**src/rtl/clock_enable_pkg.sv**
```systemverilog
// Shared types and constants for the clock-enable sequencer.
// Contents: default widths, the sequencer state type, reset defaults and an
// exponent clamp helper.
package clock_enable_pkg;

  localparam int MAX_EXP_DEF = 16;
  localparam int CNT_W_DEF   = 16;
  localparam int EXP_W       = $clog2(MAX_EXP_DEF + 1);

  typedef enum logic [1:0] {
    IDLE = 2'd0,
    RUN  = 2'd1,
    DONE = 2'd2
  } seq_state_t;

  localparam logic [EXP_W-1:0] DEFAULT_EXP   = EXP_W'(1);
  localparam int               DEFAULT_COUNT = 0;

  // Exponents above the supported maximum saturate to the maximum.
  function automatic logic [EXP_W-1:0] clamp_exp(input logic [EXP_W-1:0] e,
                                                 input int max_exp);
    if (int'(e) > max_exp) return EXP_W'(max_exp);
    return e;
  endfunction

endpackage

```
**src/rtl/clock_enable_sequencer_tick_counter.sv**
```systemverilog
// Free-running ratio counter with mask compare.
// Ports:
//   clk_in, rst : clock, synchronous active-high reset
//   clear       : zero the counter at this edge
//   en          : count this cycle; also qualifies the registered tick
//   exp         : ratio exponent (already clamped to MAX_EXP)
//   tick        : registered one-cycle pulse when the masked count wraps
//   div_clk     : counter bit exp-1, or tick when exp==0 (ungated)
//   wrap        : the next increment wraps the masked count (tick at next edge)
module tick_counter
  import clock_enable_pkg::*;
#(
  parameter int MAX_EXP = MAX_EXP_DEF
) (
  input  logic             clk_in,
  input  logic             rst,
  input  logic             clear,
  input  logic             en,
  input  logic [EXP_W-1:0] exp,
  output logic             tick,
  output logic             div_clk,
  output logic             wrap
);

  logic [MAX_EXP-1:0] count;
  logic [MAX_EXP-1:0] count_inc;
  logic [MAX_EXP-1:0] mask;
  logic [MAX_EXP-1:0] half;

  always_comb begin
    mask = '0;
    for (int unsigned i = 0; i < MAX_EXP; i++) begin
      mask[i] = (i < 32'(exp));
    end
  end

  assign count_inc = count + MAX_EXP'(1);
  assign wrap      = ((count_inc & mask) == '0);
  // Top bit of the mask selects counter[exp-1] without a variable index.
  assign half      = mask ^ (mask >> 1);
  assign div_clk   = (exp == '0) ? tick : |(count & half);

  // Clearing together with en still lets a wrap raise tick: this is how a
  // pending ratio is applied on the very edge that issues the tick.
  always_ff @(posedge clk_in) begin
    if (rst) begin
      count <= '0;
      tick  <= 1'b0;
    end else begin
      tick <= en & wrap;
      if (clear)   count <= '0;
      else if (en) count <= count_inc;
    end
  end

endmodule

```
**src/rtl/clock_enable_sequencer.sv**
```systemverilog
// Runtime-programmable clock-enable generator and burst sequencer.
// Ports:
//   clk_in, rst            : clock, synchronous active-high reset
//   cfg_valid/cfg_ready    : config handshake; cfg_exp (ratio 2**exp), cfg_count
//                            (burst ticks, 0 = free-run)
//   start, stop            : begin (from IDLE) / abort sequencing
//   tick                   : one-cycle enable every 2**exp RUN cycles
//   div_clk                : divided square wave, low outside RUN
//   busy, done             : RUN indicator / one-cycle burst-complete pulse
//   ticks_left             : remaining burst ticks
module clock_enable_sequencer
  import clock_enable_pkg::*;
#(
  parameter int MAX_EXP = MAX_EXP_DEF,
  parameter int CNT_W   = CNT_W_DEF
) (
  input  logic             clk_in,
  input  logic             rst,
  input  logic             cfg_valid,
  output logic             cfg_ready,
  input  logic [EXP_W-1:0] cfg_exp,
  input  logic [CNT_W-1:0] cfg_count,
  input  logic             start,
  input  logic             stop,
  output logic             tick,
  output logic             div_clk,
  output logic             busy,
  output logic             done,
  output logic [CNT_W-1:0] ticks_left
);

  seq_state_t       state, state_nx;
  logic [EXP_W-1:0] exp_r, pend_exp, cfg_exp_c;
  logic [CNT_W-1:0] count_r, pend_count, left_r;
  logic             pend_valid, cfg_fire, burst, last_tick;
  logic             clear, en, wrap, div_raw;

  assign cfg_exp_c = clamp_exp(cfg_exp, MAX_EXP);
  assign cfg_fire  = cfg_valid & cfg_ready;
  assign burst     = (count_r != '0);
  assign last_tick = burst & tick & (left_r == '0);

  assign busy       = (state == RUN);
  assign done       = (state == DONE);
  assign div_clk    = busy & div_raw;
  assign ticks_left = left_r;

  tick_counter #(.MAX_EXP(MAX_EXP)) u_tick_counter (
    .clk_in  (clk_in),
    .rst     (rst),
    .clear   (clear),
    .en      (en),
    .exp     (exp_r),
    .tick    (tick),
    .div_clk (div_raw),
    .wrap    (wrap)
  );

  always_ff @(posedge clk_in) begin
    if (rst) state <= IDLE;
    else     state <= state_nx;
  end

  // en is withheld in the final-tick cycle so an exp=0 burst cannot emit an
  // extra tick while moving to DONE.
  always_comb begin
    state_nx  = state;
    cfg_ready = 1'b1;
    clear     = 1'b0;
    en        = 1'b0;
    unique case (state)
      IDLE: begin
        if (start && !stop) begin
          state_nx = RUN;
          clear    = 1'b1;
        end
      end
      RUN: begin
        cfg_ready = ~pend_valid;
        if (stop) begin
          state_nx = IDLE;
          clear    = 1'b1;
        end else if (last_tick) begin
          state_nx = DONE;
        end else begin
          en    = 1'b1;
          clear = wrap & pend_valid;
        end
      end
      DONE:    state_nx = IDLE;
      default: state_nx = IDLE;
    endcase
  end

  always_ff @(posedge clk_in) begin
    if (rst) begin
      exp_r      <= DEFAULT_EXP;
      count_r    <= CNT_W'(DEFAULT_COUNT);
      left_r     <= '0;
      pend_valid <= 1'b0;
      pend_exp   <= '0;
      pend_count <= '0;
    end else begin
      unique case (state)
        IDLE: begin
          if (cfg_fire) begin
            exp_r   <= cfg_exp_c;
            count_r <= cfg_count;
          end
          if (start && !stop) left_r <= cfg_fire ? cfg_count : count_r;
        end
        RUN: begin
          if (stop) begin
            pend_valid <= 1'b0;
          end else if (last_tick) begin
            // Config arriving at burst end becomes the idle configuration.
            if (cfg_fire) begin
              exp_r   <= cfg_exp_c;
              count_r <= cfg_count;
            end else if (pend_valid) begin
              exp_r   <= pend_exp;
              count_r <= pend_count;
            end
            pend_valid <= 1'b0;
          end else begin
            if (wrap && pend_valid) begin
              exp_r      <= pend_exp;
              count_r    <= pend_count;
              left_r     <= pend_count;
              pend_valid <= 1'b0;
            end else if (wrap && burst && (left_r != '0)) begin
              left_r <= left_r - CNT_W'(1);
            end
            if (cfg_fire) begin
              pend_valid <= 1'b1;
              pend_exp   <= cfg_exp_c;
              pend_count <= cfg_count;
            end
          end
        end
        DONE: begin
          if (cfg_fire) begin
            exp_r   <= cfg_exp_c;
            count_r <= cfg_count;
          end
        end
        default: ;
      endcase
    end
  end

endmodule

```
**config.mk**
```make
export PLATFORM = sky130hd
export DESIGN_NAME = clock_enable_sequencer
export DESIGN_NICKNAME = d
export VERILOG_FILES = /design/src/rtl/clock_enable_pkg.sv /design/src/rtl/clock_enable_sequencer_tick_counter.sv /design/src/rtl/clock_enable_sequencer.sv
export SDC_FILE = /design/constraint.sdc
export NUM_CORES = 1
export LEC_CHECK = 0
export CAP_MARGIN = 20
export CORE_ASPECT_RATIO = 1.2
export CORE_MARGIN = 2
export CORE_UTILIZATION = 30
export CTS_CLUSTER_DIAMETER = 120
export DETAILED_ROUTE_END_ITERATION = 7
export PLACE_DENSITY = 0.57
export SYNTH_ARGS = -nofsm -noshare
export SYNTH_HDL_FRONTEND = slang
export SYNTH_HIERARCHICAL = 1
export SYNTH_SLANG_ARGS = --single-unit
```
**constraint.sdc**
```tcl
create_clock -name clk_in -period 4.86 [get_ports clk_in]
set_input_delay 1.215 -clock clk_in [delete_from_list [all_inputs] [get_ports clk_in]]
set_output_delay 1.215 -clock clk_in [all_outputs]
set_load 0.02 [all_outputs]
```
==> summary.txt, run 1 <==
Detailed routing
  • ANT nets after route: 0
  • Via count: 4491
  • Via density: 5.44
  • DRC errors left: 0
  • WL/cell: 17.5 um
  • Drt first pass iters: 5
  • DR iter-0 viols: 360
  • Final wirelength: 14.5 mm

Pwr
  • Overall power: 1.71 mW
  • Pwr/cell area: 294 nW/um^2
  • VDD IR max: 0.000236 V
  • Leak: 2.15 nW

Critical path
  • Max incr delay on CP: 0.84 ns
  • CP Data Required Time: 5.15 ns
  • Crit Path Max Fanout: 16
  • Path depth of the worst reg2reg path: 14
  • FF-to-FF Start: u_tick_counter/count[0]
  • Slowest cell on the critical path: nor2_1
  • R2R Path End: count_r[14]
  • Flop2flop setup slack: 0.80 ns
  • CP endpoint kind: flip-flop
  • Worst Path Arrival: 4.35 ns
  • Crit Path Category: flip-flop to flip-flop
  • Startpoint Class: flip-flop
  • Critical path cell sequence: ha_1, nand2_1, nor3_1, xnor2_1, o22ai_1, or4_4, nor3_1, buf_4, and2_1, nor2_1, o21ai_2, nand3_1, nor2_1, a22o_1

Die
  • Die Y-Extent: 145 um
  • Die footprint: 17700 um^2
  • IO Pins: 47
  • Core area: 16300 um^2
  • Initial Util: 0.306
  • Die X: 122 um
  • Rows: 51

Outcome
  • Status: complete, no violations

GRT
  • Gr usage total: 0.166
  • Initial antenna violation count: 0
  • First-pass GRT wire length: 23.1 mm
  • Vias in the first global route: 4403
  • Total grt overflow: 0
  • Largest net degree at the start of global routing: 50

CTS
  • Root buffer cell: clkbuf_16
  • Clk sinks: 78
  • Post-cts sizing count: 0
  • Clock latency on the worst-skew pair: 0.35 ns
  • H-tree levels: 3
  • CTS tree: done
  • CTS max path bufs: 2
  • Post-CTS Setup Repair Bufs: 0
  • Worst-path clk slew: 0.06 ns
  • CTS Hold Buffers Added: 0
  • CTS Buf Count: 9

Worst hold path
  • Hold EP: pend_exp[2]
  • HP Start: pend_exp[2]
  • Hold Crit Class: flip-flop to flip-flop
  • Hold depth: 2

Synth
  • Synthesized cell area: 4990 um^2
  • Number of synthesized flops with an enable pin: 0
  • Synth unique cells: 66
  • Synth area leader: dfxtp_1
  • Yosys warning count: 6
  • Main synth FF type: dfxtp_1
  • Seq/Total Area, Yosys: 0.313
  • Share of flip-flops with an asynchronous set or reset: 0
  • Largest cells by area after synthesis: dfxtp_1 (31%), mux2i_1 (13%), nor2_1 (6.2%)
  • Synth Register Bits: 78
  • Syn Inst Count: 587
  • Syn Nets: 616
  • Avg Cell Area, Syn: 8.50 um^2
  • Share of the synthesized area in the top cell type: 0.313

Finish
  • Antenna Cells: 0
  • Layout cells sized above 1: 0.101
  • Leading cell type in the layout, fill and taps excluded: nor2_1
  • Most frequent cells in the layout: nor2_1 (83), dfxtp_1 (78), mux2i_1 (67)
  • Fin util: 0.358
  • Design Area, Final: 5830 um^2
  • Layout Nets: 639
  • Final std cells w/o fill: 826
  • Area grow syn2layout: 16.9%

Timing
  • Setup TNS: 0 ns
  • Tcrit/Tclk final: 0.836
  • Setup Skew: 0.0102 ns
  • Max Slew Vio Count: 0
  • Final Hold Viols: 0
  • Fmax: 0.246 GHz
  • Fin Hold WS: 0.492 ns
  • Rel. slew slack: 0.276
  • Setup ws final: 0.797 ns
  • RSZ-0062 raised after global routing: false
  • Tmin final: 4.06 ns
  • Final Setup Violations: 0
  • Measured slew at the worst slew-check pin: 1.08 ns

Placement
  • Post-Place Cells: 811
  • Pre-CTS setup slack: 0.842 ns
  • GP Congestion: 0.904
  • Post-DP Area: 5550 um^2
  • Hpwl dp: 10.4 mm
  • Port bufs: 46

Flow run
  • Max Cap Viol: 0
==> cell families after synthesis <==
family | Yosys count | share of synthesized area
AOI/OAI and AO/OA | 125 | 0.173
xor gates and xnor gates | 35 | 0.0615
adders and majority gates | 3 | 0.00753
buffers and inverters | 52 | 0.0534
DFF | 78 | 0.313
muxes | 83 | 0.173
and+or+nand+nor | 211 | 0.219
==> cell type report <==
cell class	count	area, um^2
sequential	78	1560
fill	1709	10400
multi-input combinational	457	3160
clock inverter	4	30.0
clock buffer	11	253
inverter	8	30.0
tap	212	265
timing repair buffer	56	531
==> power by group <==
| group | switching, mW | internal (mW) | total [mW] |
|---|---|---|---|
| Sequential | 0.0463 | 0.668 | 0.714 |
| Combinational | 0.192 | 0.157 | 0.350 |
| Clock | 0.276 | 0.373 | 0.649 |
| Total | 0.515 | 1.20 | 1.71 |
==> synthesized netlist by cell type, drive strengths merged, types with 7 or more instances <==
master and instances:
a211oi 10, a21oi 36, a22o 19, buf 19
clkbuf 25, dfxtp 78, inv 7, mux2 15
mux2i 67, nand2 36, nand3 14, nand4 13
nor2 84, nor2b 7, nor3 19, nor4 11
o21ai 19, o22ai 8, xnor2 17, xor2 18
==> flip-flops by register name, summed over array words and instances, names as in the netlist <==
register and flops:
count_r 16, pend_count 16, ticks_left 16, u_tick_counter/count 16
exp_r 5, pend_exp 5, state 2, pend_valid 1
u_tick_counter/tick 1
==> critical path: cells and delay by family (launching register included) <==
family          cells  cell delay, ns
compound gates      3            0.54
xor+xnor            1            0.15
fa+ha+maj           1            0.33
buf+inv             1            0.16
flops               1            0.45
simple gates        8            2.37
==> worst max-delay path by stage <==
stage | endpoint | cells after the start | startpoint
3_5_place_dp | count_r[14] | 14 | u_tick_counter/count[0]
6_report | count_r[14] | 14 | u_tick_counter/count[0]
4_1_cts | count_r[14] | 14 | u_tick_counter/count[0]
3_3_place_gp | count_r[14] | 14 | u_tick_counter/count[0]
2_1_floorplan | count_r[10] | 15 | u_tick_counter/count[0]
5_1_grt | count_r[2] | 14 | u_tick_counter/count[0]
==> per-layer routing <==
layer	vias to the layer above	global-route usage	part of all wire	routed length, um
met2	107	0.287	0.51	7330
met3	31	0.0366	0.037	528
met5	-	0	0	0
met1	2178	0.195	0.42	6110
li1	2175	-	-	-
met4	0	0.0736	0.034	495
No activity file was read; power rests on OpenSTA's default activity.
==> run 2: changes to the inputs <==
==> constraint.sdc (replaced) <==
create_clock -name clk_in -period 4.1 [get_ports clk_in]
set_input_delay 1.025 -clock clk_in [delete_from_list [all_inputs] [get_ports clk_in]]
set_output_delay 1.025 -clock clk_in [all_outputs]
set_load 0.02 [all_outputs]
==> run 2 against run 1 <==
Via count increased by 0.58%. Critical path depth decreased by 7. Die area unchanged. Clock power is 26% higher. Worst setup slack worse by 0.52 ns. Critical path type is now flip-flop to output port. Clock skew shrank 0.0022 ns. Core utilization rose by 0.33 points. Sequential share of layout area fell by 0.24 points. Non-clock buffer count increased by 5. Sequential power is 18% higher.
==> summary.txt, run 2 (synthesis gave the netlist of run 1 again) <==
Placement
  • Port bufs: 46
  • GP Congestion: 0.905
  • Hpwl dp: 10.3 mm
  • Pre-CTS setup slack: 0.330 ns
  • Post-Place Cells: 815

Die
  • Die X: 122 um
  • Die Y-Extent: 145 um
  • Rows: 51
  • Core area: 16300 um^2
  • Initial Util: 0.306
  • Die footprint: 17700 um^2
  • IO Pins: 47

CTS
  • H-tree levels: 3
  • Post-CTS Setup Repair Bufs: 0
  • CTS Hold Buffers Added: 0
  • Worst-path clk slew: 0.06 ns
  • CTS max path bufs: 2
  • Clk sinks: 78
  • Root buffer cell: clkbuf_16
  • Post-cts sizing count: 0
  • Clock latency on the worst-skew pair: 0.35 ns
  • CTS Buf Count: 9
  • CTS tree: done

Pwr
  • NetSw: 0.624 mW
  • Clock network fraction of total power: 0.393
  • Net Sw Frac: 0.300
  • Pint: 1.46 mW
  • VDD IR max: 0.000164 V
  • Register share of total power: 0.405
  • Combinational share of power: 0.202
  • Pwr/cell area: 354 nW/um^2
  • Leak: 2.19 nW

Critical path
  • Worst setup endpoint: div_clk
  • Crit Path Category: flip-flop to output port
  • Crit Path Max Fanout: 17
  • CP endpoint kind: output port
  • Flop2flop setup slack: 0.43 ns
  • R2R Path End: ticks_left[14]
  • Worst Setup SP: exp_r[1]
  • Worst Path Arrival: 2.80 ns
  • CP Data Required Time: 3.07 ns
  • FF-to-FF Start: u_tick_counter/count[0]
  • Startpoint Class: flip-flop
  • Path depth of the worst reg2reg path: 14

GRT
  • Largest net degree at the start of global routing: 50
  • Initial antenna violation count: 0
  • Gr usage total: 0.167
  • First-pass GRT wire length: 23.4 mm
  • Total grt overflow: 0
  • Vias in the first global route: 4502

Detailed routing
  • Via count: 4517
  • ANT nets after route: 0
  • DR iter-0 viols: 299
  • Final wirelength: 14.4 mm
  • WL/cell: 17.3 um
  • Drt first pass iters: 5
  • Via density: 5.43
  • DRC errors left: 0

Finish
  • Final std cells w/o fill: 832
  • Layout cells sized above 1: 0.108
  • Fillers: 1698
  • FF+latch area: 1560 um^2
  • Leading cell type in the layout, fill and taps excluded: nor2_1
  • Most frequent cells in the layout: nor2_1 (83), dfxtp_1 (78), mux2i_1 (67)
  • Area grow syn2layout: 18.0%
  • Antenna Cells: 0
  • Multi-input gate area: 3160 um^2
  • Layout Nets: 644

Timing
  • Tmin final: 3.82 ns
  • RSZ-0062 raised after global routing: false
  • Max Slew Vio Count: 0
  • Fmax: 0.262 GHz
  • Rel. slew slack: 0.302
  • Final Hold Viols: 0
  • Tcrit/Tclk final: 0.932
  • Setup Skew: 0.00804 ns
  • Final Setup Violations: 0
  • Setup TNS: 0 ns
  • Setup ws final: 0.278 ns
  • Measured slew at the worst slew-check pin: 1.05 ns

Outcome
  • Status: complete, no violations

Worst hold path
  • Hold Crit Class: flip-flop to flip-flop

Flow run
  • Max Cap Viol: 0
run 2: worst min-delay path by stage:
stage | depth (start not counted) | from | endpoint
floorplan | 2 | exp_r[3] | exp_r[3]
global placement | 2 | pend_exp[2] | pend_exp[2]
detailed placement | 2 | pend_exp[3] | pend_exp[3]
CTS | 2 | pend_exp[3] | pend_exp[3]
global route | 2 | pend_exp[3] | pend_exp[3]
finish | 2 | pend_exp[3] | pend_exp[3]
run 2: power groups by stage:
stage | sequential (mW) | clock [mW] | combinational, mW
3_5_place_dp | 0.860 | 0 | 0.418
5_1_grt | 0.850 | 0.882 | 0.457
4_1_cts | 0.843 | 0.842 | 0.420
3_3_place_gp | 0.858 | 0 | 0.413
2_1_floorplan | 0.857 | 0 | 0.278
6_report | 0.844 | 0.818 | 0.420
run 2: cell type report:
type                    instances  area share
clock buffers                  10      0.0389
clock inverters                 6      0.0119
inverters                       8     0.00510
multi-input cells             457       0.537
flip-flops and latches         78       0.265
well taps                     212      0.0451
repair buffers                 61      0.0966
run 2: critical path, cell delays in order, from the launching register on:
cell and delay [ns]:
dfxtp_1 0.70, mux4_2 0.60, nand2_1 0.08, o21ai_0 0.08
o21ai_0 0.17, a222oi_1 0.08, and2_1 0.18, clkdlybuf4s50_1 0.54
run 2: metrics by stage:
stage / utilization / power [mW] / hold slack (ns) / instance area [um^2]
after floorplan: - / 1.14 / 0.458 / 4990
after global placement: 0.343 / 1.27 / 0.473 / 5580
after detailed placement: 0.343 / 1.28 / 0.485 / 5580
after CTS: 0.361 / 2.11 / 0.501 / 5880
after global routing: 0.362 / 2.19 / 0.514 / 5880
final: 0.362 / 2.08 / 0.496 / 5880
run 2: metal layers:
metal / up-vias / share of wire / track usage / routed length (um)
li1: 2184 / - / - / -
met1: 2184 / 0.42 / 0.200 / 6070
met2: 122 / 0.51 / 0.288 / 7300
met3: 27 / 0.043 / 0.0409 / 616
met4: 0 / 0.028 / 0.0609 / 409
met5: - / 0 / 0 / 0
==> RTL change (settings of run 2) <==
`MAX_EXP_DEF`: 16 -> 8.
--- a/src/rtl/clock_enable_pkg.sv
+++ b/src/rtl/clock_enable_pkg.sv
@@ -4,5 +4,5 @@
 package clock_enable_pkg;
 
-  localparam int MAX_EXP_DEF = 16;
+  localparam int MAX_EXP_DEF = 8;
   localparam int CNT_W_DEF   = 16;
   localparam int EXP_W       = $clog2(MAX_EXP_DEF + 1);
Ports: changed (resized cfg_exp); port bits go from 47 to 46. No check against the original RTL was run, so the function may have changed too.
==> RTL change against run 2 <==
Design area fell by 14%. Combinational power fell by 10%. Clock skew barely moved. Sequential cell count fell by 10. Synthesized area fell by 16%. Synthesized cell count fell by 14%. Power fell by 10%. Setup slack improved by 340 ps. Clock power fell by 7.5%. Wire length fell by 16%. Cell count fell by 14%. Sequential share of layout area rose by 0.42 points. Largest cell class unchanged. Highest routed layer unchanged.
==> RTL change: results (changes against run 2) <==
| Metric | Value |
|---|---|
| Clock network latency to the later pin of the worst-skew pair | 330 ps (-20 ps) |
| Critical register-to-register path endpoint | exp_r[2]$_SDFFE_PP0P_ |
| Sequential share of power | 39.3% (-1.2 points) |
| Violation count after the first detailed-routing iteration | 243 (-19%) |
| WS Path Type | reg -> reg |
| Worst IR drop on VDD | 0.1956 mV (+19%) |
| Adder and majority gate portion of the synthesized area | 0.8985% (+0.15 points) |
| Total of fill cells in the finished design | 1,416 (-17%) |
| Worst slew margin relative to its limit | 50.21% (+20 points) |
| Distinct cells, synth | 61 (-7.6%) |
| Main area contributors after synthesis | dfxtp_1 33%, mux2i_1 11%, nand2_1 6.3%, a21oi_1 5.4%, nor2_1 4.1% |
| Number of antenna violations at the first check in global routing | 0 (unchanged) |
| Asr flop ratio synth | 0% (unchanged) |
| Largest fanout on the critical path | 11 (-6) |
| H-tree levels | 3 (unchanged) |
| Average wire per cell in the routed design | 16.90 um (-2.3%) |
| Crit path max-delay cell type | nor2_1 |
| Maximum clock frequency | 286.9 MHz (+9.7%) |
| Half-perimeter wire length after detailed placement | 8750 um (-15%) |
| Fraction of the mapped netlist area in compound gates | 20.58% (+3.3 points) |
| R2r setup slk | 610 ps (+180 ps) |
| Portion of the post-synthesis area used by sequential elements | 32.58% (+1.3 points) |
| Cell taking the most area after synthesis | dfxtp_1 |
| Largest stage delay on the critical path | 530 ps (-170 ps) |
| Number of max-cap violations | 0 (unchanged) |
| Skew final | 8.192 ps (+0.1572 ps) |
| Global-route wire length before repair | 19,840 um (-15%) |
| Fraction of layout instances using a drive strength above 1 | 11.28% (+0.47 points) |
| Switching share of power | 28.37% (-1.6 points) |
| Global-route usage over all layers | 16.37% (-0.37 points) |
| Critical path launch point | u_tick_counter/count[0]$_SDFFE_PP0P_ |
| Critical path's top delay family | simple AND/OR/NAND/NOR gates |
| Final Net Count | 565 (-12%) |
| Routability congestion estimate | 0.8535 (-5.7%) |
| Share of cell area taken by muxes after synthesis | 14.88% (-2.4 points) |
| Count of input and output buffers | 45 (-2.2%) |
| CTS Buf Count | 9 (unchanged) |
| Largest net degree at the start of global routing | 33 (-34%) |
| Vias after detailed routing | 3,849 (-15%) |
| Total cell area at the placement stage | 4763 um2 (-15%) |
| Xor/xnor share of the synthesized area | 2.935% (-3.2 points) |
| Worst reg-to-reg path cell count | 12 (-2) |
| Mapped Cells | 502 (-14%) |
| Avg Vias per Cell | 5.406 (-0.43%) |
| Total instance count after detailed placement | 697 (-14%) |
| Power drawn by the clock network | 757 uW (-7.5%) |
| P_leak | 0.001787 uW (-18%) |
| Pre-CTS WS | 653.4 ps (+322.9 ps) |
| Vias in the first global route | 3,697 (-18%) |
| Result of the run | complete, no violations |
| Number of nets in the synthesized netlist | 530 (-14%) |
| Top cell types by occurrence after synthesis | 70 x nand2_1, 68 x dfxtp_1, 46 x mux2i_1, 46 x nor2_1, 45 x a21oi_1 |
==> RTL change: cell types whose count changed after synthesis, sizes merged, moves of 5 or more <==
cell	change
xnor2	-12
a21oi	+10
mux2i	-21
dfxtp	-10
xor2	-9
nand4	-9
nor2	-36
nand2	+35
a211oi	-5
==> RTL change: logic make-up after synthesis <==
family,count (synthesis)
AO/OA/AOI/OAI,126
XOR/XNOR,14
adder cells (fa/ha/maj),3
buffers and inverters,42
flip-flops,68
multiplexers,59
AND/OR/NAND/NOR,190
==> RTL change: cell type report <==
cell class	count	area (um2)	area share (%)
clock inverters	2	35.03	0.6939
well taps	171	214.0	4.238
flip-flops and latches	68	1361	26.96
multi-input cells	392	2608	51.65
repair buffers	60	558.0	11.05
inverters	6	22.52	0.4461
clock buffers	13	250.2	4.957
==> RTL change: worst min path at each step <==
stage | slack [ps] | from | end | depth (start not counted)
6_report | 450 | pend_exp[2]$_SDFFE_PP0P_ | pend_exp[2]$_SDFFE_PP0P_ | 2
5_1_grt | 490 | pend_exp[3]$_SDFFE_PP0P_ | pend_exp[3]$_SDFFE_PP0P_ | 2
4_1_cts | 460 | pend_exp[2]$_SDFFE_PP0P_ | pend_exp[2]$_SDFFE_PP0P_ | 2
3_5_place_dp | 450 | pend_exp[2]$_SDFFE_PP0P_ | pend_exp[2]$_SDFFE_PP0P_ | 2
3_3_place_gp | 440 | pend_exp[0]$_SDFFE_PP0P_ | pend_exp[0]$_SDFFE_PP0P_ | 2
2_1_floorplan | 430 | pend_exp[0]$_SDFFE_PP0P_ | pend_exp[0]$_SDFFE_PP0P_ | 2
==> RTL change: metal layers <==
metal,part of all wire [%],up-vias,GRT usage [%],wire (um)
met2,48,87,27.04,5806
met1,46,1851,21.74,5588
li1,-,1894,-,-
met5,0,-,0,0
met4,1.8,0,5.213,218
met3,3.5,17,2.912,421
